`src/rtl/count_mon_pkg.sv`:
```
// Shared state encodings and widths for the count monitor block.
package count_mon_pkg;

  localparam int CNT_W    = 3;
  localparam int WRAP_W   = 8;
  localparam int ERRCNT_W = 4;

  typedef enum logic [1:0] {
    IDLE  = 2'd0,
    SYNC  = 2'd1,
    TRACK = 2'd2
  } state_e;

endpackage

```
`src/rtl/count_mon_satcnt.sv`:
```
// Width-parameterised saturating up-counter: holds at all-ones once reached.
module count_mon_satcnt #(
  parameter int WIDTH = 8
) (
  input  logic             clk,
  input  logic             rst_n,
  input  logic             inc,
  output logic [WIDTH-1:0] count
);

  logic [WIDTH-1:0] count_q;
  logic [WIDTH-1:0] count_d;

  always_comb begin
    count_d = count_q;
    if (inc && (count_q != {WIDTH{1'b1}})) begin
      count_d = count_q + {{(WIDTH-1){1'b0}}, 1'b1};
    end
  end

  always_ff @(posedge clk or negedge rst_n) begin
    if (!rst_n) begin
      count_q <= '0;
    end else begin
      count_q <= count_d;
    end
  end

  assign count = count_q;

endmodule

```
`src/rtl/count_monitor.sv`:
```
// Sequence monitor for a free-running 3-bit counter: flags wraps and skips.
// Optional violation counter output err_cnt enabled by COUNT_MON_ERRCNT_EN.
module count_monitor
  import count_mon_pkg::*;
(
  input  logic              clk,
  input  logic              clr,
  input  logic              en,
  input  logic [CNT_W-1:0]  cnt,
  input  logic              clr_err,
  output logic              tc,
  output logic              err_pulse,
  output logic              err,
  output logic [WRAP_W-1:0] wraps,
  output logic [1:0]        state
`ifdef COUNT_MON_ERRCNT_EN
  ,
  output logic [ERRCNT_W-1:0] err_cnt
`endif
);

  state_e           state_q, state_d;
  logic [CNT_W-1:0] prev_q, prev_d;
  logic             tc_q, tc_d;
  logic             err_pulse_q, err_pulse_d;
  logic             err_q, err_d;

  logic [CNT_W-1:0] prev_inc;
  logic             legal;
  logic             viol;
  logic             wrap;

  assign prev_inc = prev_q + {{(CNT_W-1){1'b0}}, 1'b1};
  assign legal    = (cnt == prev_inc);

  always_comb begin
    state_d     = state_q;
    prev_d      = prev_q;
    viol        = 1'b0;
    wrap        = 1'b0;
    if (!en) begin
      // Disabling parks the FSM but keeps history (prev, wraps, err).
      state_d = IDLE;
    end else begin
      case (state_q)
        IDLE: state_d = SYNC;
        SYNC: begin
          // First sample after (re)sync only seeds prev; it is never checked.
          prev_d  = cnt;
          state_d = TRACK;
        end
        TRACK: begin
          if (legal) begin
            prev_d = cnt;
            wrap   = (prev_q == {CNT_W{1'b1}}) && (cnt == '0);
          end else begin
            viol    = 1'b1;
            state_d = SYNC;
          end
        end
        default: state_d = IDLE;
      endcase
    end
    tc_d        = wrap;
    err_pulse_d = viol;
    // A violation in the same cycle as clr_err keeps the flag set.
    err_d       = viol | (err_q & ~clr_err);
  end

  always_ff @(posedge clk or negedge clr) begin
    if (!clr) begin
      state_q     <= IDLE;
      prev_q      <= '0;
      tc_q        <= 1'b0;
      err_pulse_q <= 1'b0;
      err_q       <= 1'b0;
    end else begin
      state_q     <= state_d;
      prev_q      <= prev_d;
      tc_q        <= tc_d;
      err_pulse_q <= err_pulse_d;
      err_q       <= err_d;
    end
  end

  count_mon_satcnt #(
    .WIDTH (WRAP_W)
  ) u_wraps (
    .clk   (clk),
    .rst_n (clr),
    .inc   (wrap),
    .count (wraps)
  );

`ifdef COUNT_MON_ERRCNT_EN
  count_mon_satcnt #(
    .WIDTH (ERRCNT_W)
  ) u_errcnt (
    .clk   (clk),
    .rst_n (clr),
    .inc   (viol),
    .count (err_cnt)
  );
`endif

  assign tc        = tc_q;
  assign err_pulse = err_pulse_q;
  assign err       = err_q;
  assign state     = state_q;

endmodule
```
`config.mk`:
```
export PLATFORM = sky130hd
export DESIGN_NAME = count_monitor
export DESIGN_NICKNAME = d
export VERILOG_FILES = /design/src/rtl/count_mon_pkg.sv /design/src/rtl/count_mon_satcnt.sv /design/src/rtl/count_monitor.sv
export SDC_FILE = /design/constraint.sdc
export NUM_CORES = 1
export LEC_CHECK = 0
export CAP_MARGIN = 20
export CORE_MARGIN = 1.5
export CORE_UTILIZATION = 25
export DETAILED_ROUTE_END_ITERATION = 16
export PLACE_DENSITY = 0.45
export REMOVE_ABC_BUFFERS = 1
export SETUP_SLACK_MARGIN = 0.4
export SLEW_MARGIN = 20
export SYNTH_ARGS = -nofsm -noshare
export SYNTH_HDL_FRONTEND = slang
export SYNTH_HIERARCHICAL = 1
export SYNTH_SLANG_ARGS = --single-unit
```
`constraint.sdc`:
```
create_clock -name clk -period 7 [get_ports clk]
set_input_delay 1.4 -clock clk [delete_from_list [all_inputs] [get_ports clk]]
set_output_delay 1.4 -clock clk [all_outputs]
set_load 0.05 [all_outputs]
```
Yosys cells after proc, flatten, opt, wreduce, memory -nomap -nowiden
Index checks and enable logic that the tools add are counted.

word-level totals
  flip-flop bits (word level) = 16
  latch bits = 0
  bits in writable memories = 0
  bits in read-only memories = 0
  input bits = 7
  output and inout port bits = 13
  word-level logic and storage cells = 35
  memories = 0

operators by class
  $add $sub $neg = 2
  multiply operators = 0
  divide/modulo/power cells = 0
  $lt $le $gt $ge = 0
  equal/unequal tests = 7
  shift-type cells = 0
  multiplexer cells = 11
  bitwise operators = 3
  reduce and logical (&&, ||, !) cells = 6

operator list
  operator               count
  $add A8 B1 Y8 const B  1
  $ne A8 B8 Y1 const B   1
  $mux W1                6
  $pmux W2 S3            1
  $pmux W3 S2            1
  $mux W2                2
  $add A3 B1 Y3 const B  1
  $eq A3 B3 Y1           1
  $eq A3 B3 Y1 const B   1
  $logic_not A3 Y1       1
  $mux W3                1
  $ne A3 B3 Y1 const B   1
  $reduce_and A3 Y1      1
  $eq A2 B1 Y1 const B   1
  $eq A2 B2 Y1 const B   1
  $logic_and A1 B1 Y1    2
  $logic_not A2 Y1       1
  $ne A2 B2 Y1 const B   1
  $reduce_bool A2 Y1     1
  $and A1 B1 Y1          1
  $not A1 Y1             1
  $or A1 B1 Y1           1

Depth between registers and ports, before layout
Gate-level depths: netlist of the first run.

  depth in word-level cells = 6
  gate-level depth with buffers = 8
  depth with buffers taken out = 8

Hierarchy
Netlist of the first run, hierarchy kept.

modules (own cells, without submodules)
  module            instances  cells each  area an instance (µm²)  sequential area each (µm²)
  count_mon_satcnt  1          34          407.9                   200.2
  count_monitor     1          36          400.4                   200.2

Worst setup path before layout of the first run
OpenSTA, ideal clock, no wires.

  path type = input to register
  start = in cnt[0]
  end = reg u_wraps.count_q[5], in the netlist u_wraps/count[5]
  setup time = 125 ps
  arrival = 3,226 ps
  data required time = 6,875 ps
  path slack = 3,649 ps
  cell stages on the path = 6
  path buffers = 0
  cell sequence = xnor2_1 -> or4_4 -> nor4_2 -> and4_4 -> nand3_2 -> mux2_4

between the ends
  cells in the longest elaborated chain, start to end = 6
  elaborated cells on any way between the ends = 7
  those cells by class = eq/ne: 1; mux: 3; reduce/logical: 3

ends and longest elaborated chain
  element                  line                    source
  start: declaration       count_monitor.sv:9      input logic [CNT_W-1:0] cnt,
  $logic_not A3 Y1         count_monitor.sv:55     wrap = (prev_q == {CNT_W{1'b1}}) && (cnt == '0);
  $logic_and A1 B1 Y1      count_monitor.sv:55
  $mux W1 (*)              count_monitor.sv:53     if (legal) begin
  $mux W1 (*)              count_monitor.sv:45     case (state_q)
  $mux W1 (*)              count_monitor.sv:41     if (!en) begin
  named net tc_d           count_monitor.sv:24     logic tc_q, tc_d;
  $logic_and A1 B1 Y1 (*)  count_mon_satcnt.sv:16  if (inc && (count_q != {WIDTH{1'b1}})) begin
  end signal: assignment   count_mon_satcnt.sv:25  count_q <= count_d;
  end: declaration         count_mon_satcnt.sv:11  logic [WIDTH-1:0] count_q;

Mark *: on every way through the listed nets, which the timed path passes. The rest lies on a longest branch.
A chain may end at the register's enable or synchronous reset.

Worst setup path in the final report of the first run
Same ends and word-level chain as after synthesis.

==> summary.txt, run 1 <==
Status
  – Outcome: finished, final reports clean

Die
  – Core area: 3050 um2
  – Die X-Extent: 59.9 um
  – Die Area: between 3000 and 4000 um2
  – Initial Utilization: 0.265
  – Die Y: 59.9 um
  – Placement row count: 20
  – I/O pin cnt: 20

Synthesis
  – Seq cells post-synth: 16
  – Post-Syn Area: slightly above 800 um2
  – Area leader, netlist: dfrtp_1
  – Sequential fraction of the synthesis area: 0.495
  – Synth Area per Inst: 11.5 um2
  – Post-synth EDFFs: 0
  – Library cells used by synthesis: 33
  – Synth top area share: 0.495
  – Synth Warn #: 6
  – Synth Flop Type: dfrtp_1
  – Async S/R FF share, synth: 1.00
  – Synth area leaders: dfrtp_1 (50%), ha_1 (4.6%), a32oi_1 (3.3%)
  – Gate Count Post-Synth: 70

Clock tree
  – Cts-stage hold buffer count: 0
  – CTS sink cnt: 16
  – Post-CTS sizing: 0
  – CTS buffer count: 3
  – Worst-skew pair later-pin latency: 0.28 ns
  – Clk root buf: clkbuf_4
  – CTS max path bufs: 2
  – Clock-pin slew on the worst setup and hold paths: 0.09 ns
  – Setup Buffers After CTS: 0
  – H-Tree Depth: 1
  – CTS tree: done

Global routing
  – Initial antenna violation count: 0
  – Largest net degree at the start of global routing: 17
  – Global-route usage over all layers: 0.107
  – Vias in the first global route: a little over 600
  – Grt total ovfl: 0
  – First-pass GRT wire length: ~2.8 mm

Layout
  – Total Nets Final: approximately 100
  – Post-route insts no fill: ~140
  – # diodes: 0
  – Ratio of cells with drive above 1 in the final layout: 0.130
  – Layout overhead on the synthesized area: 33.1%

Power
  – VDD IR max: 0.0000562 V
  – Total power draw: between 0.0002 and 0.00025 W
  – Power Density: ~190 nW/um2
  – P_leak: 0.445 nW

Worst setup path
  – Buf+Inv Stages, Crit Path: 1
  – Element type at the critical path end: flip-flop
  – Slowest-stage cell, CP: or4_4
  – CP Launch Type: input port
  – Slowest stage delay, CP: 0.59 ns
  – Crit path max-delay family: simple AND/OR/NAND/NOR gates
  – Worst flop-to-flop path startpoint: prev_q[0]
  – Critical setup path kind: in -> reg
  – Crit path DAT: between 3 and 4 ns
  – Crit-path max FO: 6
  – CP required: between 7 and 8 ns
  – CP cell instances: clkdlybuf4s50_1, xnor2_1, or4_4, nor4_2, and4_4, nand3_2, mux2_4
  – Crit path from: cnt[0]

Timing
  – RSZ-0062 raised after global routing: false
  – Setup violations, final: 0
  – Final worst path period share: 0.530
  – Clock Skews: 0.00495 ns
  – Achievable Freq: about 270 MHz
  – Setup TNS: 0 ns
  – Hold_ws: 0.545 ns
  – Worst slew pin tran: around 0.71 ns
  – Slew HR: 0.523
  – Fin. Hold Viols: 0
  – Max-slew violations: 0
  – Fin crit period: 3.71 ns

Place
  – Gp weighted congestion: between 0.8 and 0.9
  – Hpwl dp: roughly 1.2 mm
  – Placed cell count: ~130
  – Port bufs: 19

Routing
  – First-pass iteration count of the detailed router: 4
  – 1st-iter DRT viols: 19
  – Vias per cell: roughly 4.7
  – Via count: roughly 640
  – WL final: roughly 1.6 mm
  – DRT antenna net count: 0
  – Drt drc: 0
  – WL/cell: between 10 and 15 um

Worst hold path
  – Min-delay src: u_wraps/count[0]
  – Hold/Removal Path Class: reg -> reg

Flow run
  – Max-cap violations: 0
-- cells in the mapped netlist, drive strengths merged (2+ instances only) --
cell type  instances
a32oi              3
nand3              3
nor3               2
nand2              2
mux2               2
a21oi              2
a41oi              2
ha                 3
a31oi              2
inv                5
xor2               3
nor2               5
dfrtp             16
nand2b             2
and3b              2
xnor2              2
-- cell families (layout without fill, tap and decap cells) --
logic type,after synthesis,in the layout,synth area share
flops,16,16,0.495
simple gates,23,23,0.190
compound gates,16,16,0.158
buf+inv,5,27,0.0232
xor+xnor,5,5,0.0542
fa+ha+maj,3,3,0.0464
mux,2,2,0.0325
-- registers in the layout, indices dropped and copies added (netlist names) --
signal	count
err	1
prev_q	3
err_pulse	1
tc	1
state	2
u_wraps/count	8
-- layout make-up --
type / instances / area [um2]
clock buffers: 3 / 22.5
fillers: 319 / 1980
inverters: 5 / 18.8
multi-input cells: 49 / 389
flip-flops and latches: 16 / 400
well taps: 44 / 55.1
repair buffers: 19 / 190
-- path summary, 6_finish.rpt --
| path | cells past startpoint | slack [ns] | to |
|---|---|---|---|
| worst min register to register | 1 | 0.54 | u_wraps/count[0] |
| min in group asynchronous | 1 | 1.54 | u_wraps/count[5] |
| worst min-delay path | 1 | 0.54 | u_wraps/count[0] |
| worst max-delay path | 7 | 3.29 | u_wraps/count[5] |
| max in group asynchronous | 1 | 5.01 | state[1] |
| worst max register to register | 8 | 4.00 | u_wraps/count[5] |
-- stage by stage --
stage	instance area [um2]	worst slack, ns	utilization
after floorplan	808	3.65	-
after global placement	1050	3.04	0.345
after detailed placement	1050	2.98	0.345
after CTS	1080	3.31	0.352
after global routing	1080	3.17	0.352
final	1080	3.29	0.352
-- metal layers --
metal / routed length [um] / track usage / vias up
li1: - / - / 311
met1: 851 / 0.144 / 313
met2: 721 / 0.161 / 9
met3: 39 / 0.0195 / 2
met4: 25 / 0.0571 / 0
met5: 0 / 0 / -
-- power by group --
group / total, W / switching (W) / internal (W)
clock network: 0.0000478 / 0.0000279 / 0.0000199
registers: 0.000104 / 0.00000541 / 0.0000990
logic: 0.0000493 / 0.0000288 / 0.0000206
total: 0.000202 / 0.0000621 / 0.000140
-- layout by cell type, fill, tap and decap left out, types with 2 or more instances in the layout --
master / Yosys / routed
a21oi_1: 2 / 2
a31oi_1: 2 / 2
a32oi_1: 3 / 3
a41oi_1: 2 / 2
clkbuf_4: 0 / 3
clkdlybuf4s50_1: 0 / 19
dfrtp_1: 16 / 16
ha_1: 3 / 3
inv_1: 5 / 5
nand2_1: 2 / 2
nand2b_1: 2 / 2
nand3_1: 2 / 2
nor2_1: 5 / 5
nor3_1: 2 / 2
xnor2_1: 2 / 2
xor2_1: 3 / 3
-- worst reg2reg max path: cells and delay by family, from the launching register on --
family / cells / cell delay, ns
simple gates: 4 / 1.50
xor+xnor: 1 / 0.19
mux: 1 / 0.30
fa+ha+maj: 2 / 0.49
flops: 1 / 0.42
Power figures use the tool's default switching activity.
==> inputs of run 2 (changes only) <==
==> constraint.sdc (replaced) <==
create_clock -name clk -period 3.8 [get_ports clk]
set_input_delay 0.76 -clock clk [delete_from_list [all_inputs] [get_ports clk]]
set_output_delay 0.76 -clock clk [all_outputs]
set_load 0.05 [all_outputs]
==> run 2 against run 1 <==
Compared with the run above: critical path type unchanged; count of clock-buffer cells in the layout did not move; die area unchanged; highest routed layer unchanged; register-to-register slack got worse by 3.2 ns; non-clock buffer count stayed put; setup slack got worse by 2.5 ns.
==> summary.txt, run 2 (synthesized netlist as in run 1, its figures left out) <==
Worst setup path
  – Element type at the critical path end: flip-flop
  – Cells on worst reg2reg path: 8 (unchanged)
  – Crit path DAT: 3.23 ns (-0.65 ns)
  – Flop2flop setup slack: 0.80 ns (-3.20 ns)
  – Critical setup path kind: in -> reg
  – Slowest stage delay, CP: 0.58 ns (about the same)
  – Worst flop-to-flop path startpoint: prev_q[0]
  – Slowest-stage cell, CP: or4_4
  – CP Launch Type: input port
  – Crit-path max FO: 6 (unchanged)
  – CP cell instances: clkdlybuf4s50_1, xnor2_1, or4_4, nor4_2, and4_4, nand3_2, mux2_4
  – CP required: 3.98 ns (-3.19 ns)
  – R2R Path End: u_wraps/count[5]

Power
  – Power share of the clock group: 0.238 (about the same)
  – P_leak: 0.445 nW (unchanged)
  – Psw: 0.000114 W (+84%)
  – Combinational Power Share: 0.245 (about the same)
  – Switching Share: 0.308 (+0.000454)
  – Sequential power share: 0.517 (about the same)
  – VDD IR max: 0.000120 V (+110%)
  – Power Density: 345 nW/um2 (+84%)
  – Power Internal: 0.000257 W (+84%)

Timing
  – Fin worst setup slack: 0.749 ns (-2.54 ns)
  – Hold_ws: 0.540 ns (-0.00527 ns)
  – Max-slew violations: 0 (unchanged)
  – Setup violations, final: 0 (unchanged)
  – Achievable Freq: approximately 330 MHz
  – Fin crit period: 3.05 ns
  – Setup TNS: 0 ns (unchanged)
  – Clock Skews: 0.00550 ns (+0.000554 ns)
  – Fin. Hold Viols: 0 (unchanged)
  – RSZ-0062 raised after global routing: false
  – Slew HR: 0.502 (-0.0213)
  – Final worst path period share: 0.803
  – Worst slew pin tran: 0.745 ns (+0.0319 ns)

Place
  – Hpwl dp: 1.19 mm (-3.3%)
  – Gp weighted congestion: 0.775 (-7.0%)
  – Port bufs: 19 (unchanged)
  – Placement Setup Slack: 0.436 ns (-2.55 ns)

Layout
  – Max FFs per register: 8 (unchanged)
  – Most frequent cells in the layout: clkdlybuf4s50_1 (19), dfrtp_1 (16), nor2_1 (5), inv_1 (5)
  – Ratio of cells with drive above 1 in the final layout: 0.130 (unchanged)
  – Total Nets Final: 104 (unchanged)
  – # diodes: 0 (unchanged)
  – Commonest non-fill, non-tap cell in the layout: clkdlybuf4s50_1
  – Layout overhead on the synthesized area: 33.1% (unchanged)

Clock tree
  – Clk root buf: clkbuf_4
  – H-Tree Depth: 1 (unchanged)
  – Setup Buffers After CTS: 0 (unchanged)
  – Clock-pin slew on the worst setup and hold paths: 0.09 ns (about the same)
  – Worst-skew pair later-pin latency: 0.28 ns (about the same)
  – CTS sink cnt: 16 (unchanged)
  – CTS tree: done
  – Post-CTS sizing: 0 (unchanged)
  – CTS buffer count: 3 (unchanged)
  – CTS max path bufs: 2 (unchanged)
  – Cts-stage hold buffer count: 0 (unchanged)

Global routing
  – Grt total ovfl: 0 (unchanged)
  – Initial antenna violation count: 0 (unchanged)
  – Global-route usage over all layers: 0.107 (-0.000543)
  – Vias in the first global route: 636 (+3.4%)
  – First-pass GRT wire length: 2.81 mm (-0.50%)
  – Largest net degree at the start of global routing: 17 (unchanged)

Status
  – Outcome: finished, final reports clean

Worst hold path
  – Hold Path Stages: 1 (unchanged)
  – Hold EP: u_wraps/count[0]
  – Min-delay src: u_wraps/count[0]
  – Hold/Removal Path Class: reg -> reg

Routing
  – WL final: 1.60 mm (-2.3%)
  – Vias per cell: 4.55 (-2.5%)
  – Drt drc: 0 (unchanged)
  – DRT antenna net count: 0 (unchanged)
  – Via count: 619 (-2.5%)
  – First-pass iteration count of the detailed router: 4 (unchanged)
  – WL/cell: 11.8 um (-2.3%)
  – 1st-iter DRT viols: 29 (+10)

Die
  – Core area: 3050 um2 (unchanged)
  – I/O pin cnt: 20 (unchanged)
  – Die Y: 59.9 um (unchanged)
  – Initial Utilization: 0.265 (unchanged)
  – Placement row count: 20 (unchanged)
  – Die Area: 3580 um2 (unchanged)
  – Die X-Extent: 59.9 um (unchanged)

Flow run
  – Max-cap violations: 0 (unchanged)
run 2: final cells by class:
type / count / area (um2)
well taps: 44 / 55.1
fillers: 324 / 1980
multi-input cells: 49 / 389
inverters: 5 / 18.8
clock buffers: 3 / 22.5
repair buffers: 19 / 190
flip-flops and latches: 16 / 400
run 2: worst max path at each step:
stage,start,slack [ns],depth (start not counted),to
detailed placement,cnt[0],0.44,7,u_wraps/count[5]
floorplan,prev_q[0],0.97,8,u_wraps/count[5]
global placement,cnt[0],0.49,7,u_wraps/count[5]
global route,en,0.62,7,u_wraps/count[5]
finish,cnt[0],0.75,7,u_wraps/count[5]
CTS,cnt[0],0.76,7,u_wraps/count[5]
run 2: per-stage QoR:
| step | utilization | power [W] | std cells | cell area, um2 |
|---|---|---|---|---|
| 2_1_floorplan | - | 0.000257 | 70 | 808 |
| 3_3_place_gp | 0.345 | 0.000287 | 133 | 1050 |
| 3_5_place_dp | 0.345 | 0.000287 | 133 | 1050 |
| 4_1_cts | 0.352 | 0.000378 | 136 | 1080 |
| 5_1_grt | 0.352 | 0.000397 | 136 | 1080 |
| 6_report | 0.352 | 0.000371 | 136 | 1080 |
run 2: worst max-delay path, delay by kind of cell:
kind	cells	cell delay, ns
buffers and inverters	1	0.48
xor gates and xnor gates	1	0.19
muxes	1	0.30
and+or+nand+nor	4	1.51
run 2: power groups by stage:
stage	logic (W)	clock network (W)	registers (W)
2_1_floorplan	0.0000500	0	0.000207
3_3_place_gp	0.0000915	0	0.000196
3_5_place_dp	0.0000912	0	0.000196
4_1_cts	0.0000915	0.0000943	0.000192
5_1_grt	0.000102	0.000101	0.000194
6_report	0.0000909	0.0000882	0.000192
run 2: metal layers:
metal | routed length [um] | GRT usage | part of all wire | vias up
met5 | 0 | 0 | 0 | -
met4 | 27 | 0.0571 | 0.017 | 0
met1 | 791 | 0.139 | 0.49 | 288
met2 | 699 | 0.158 | 0.44 | 20
met3 | 81 | 0.0303 | 0.051 | 2
li1 | - | - | - | 309
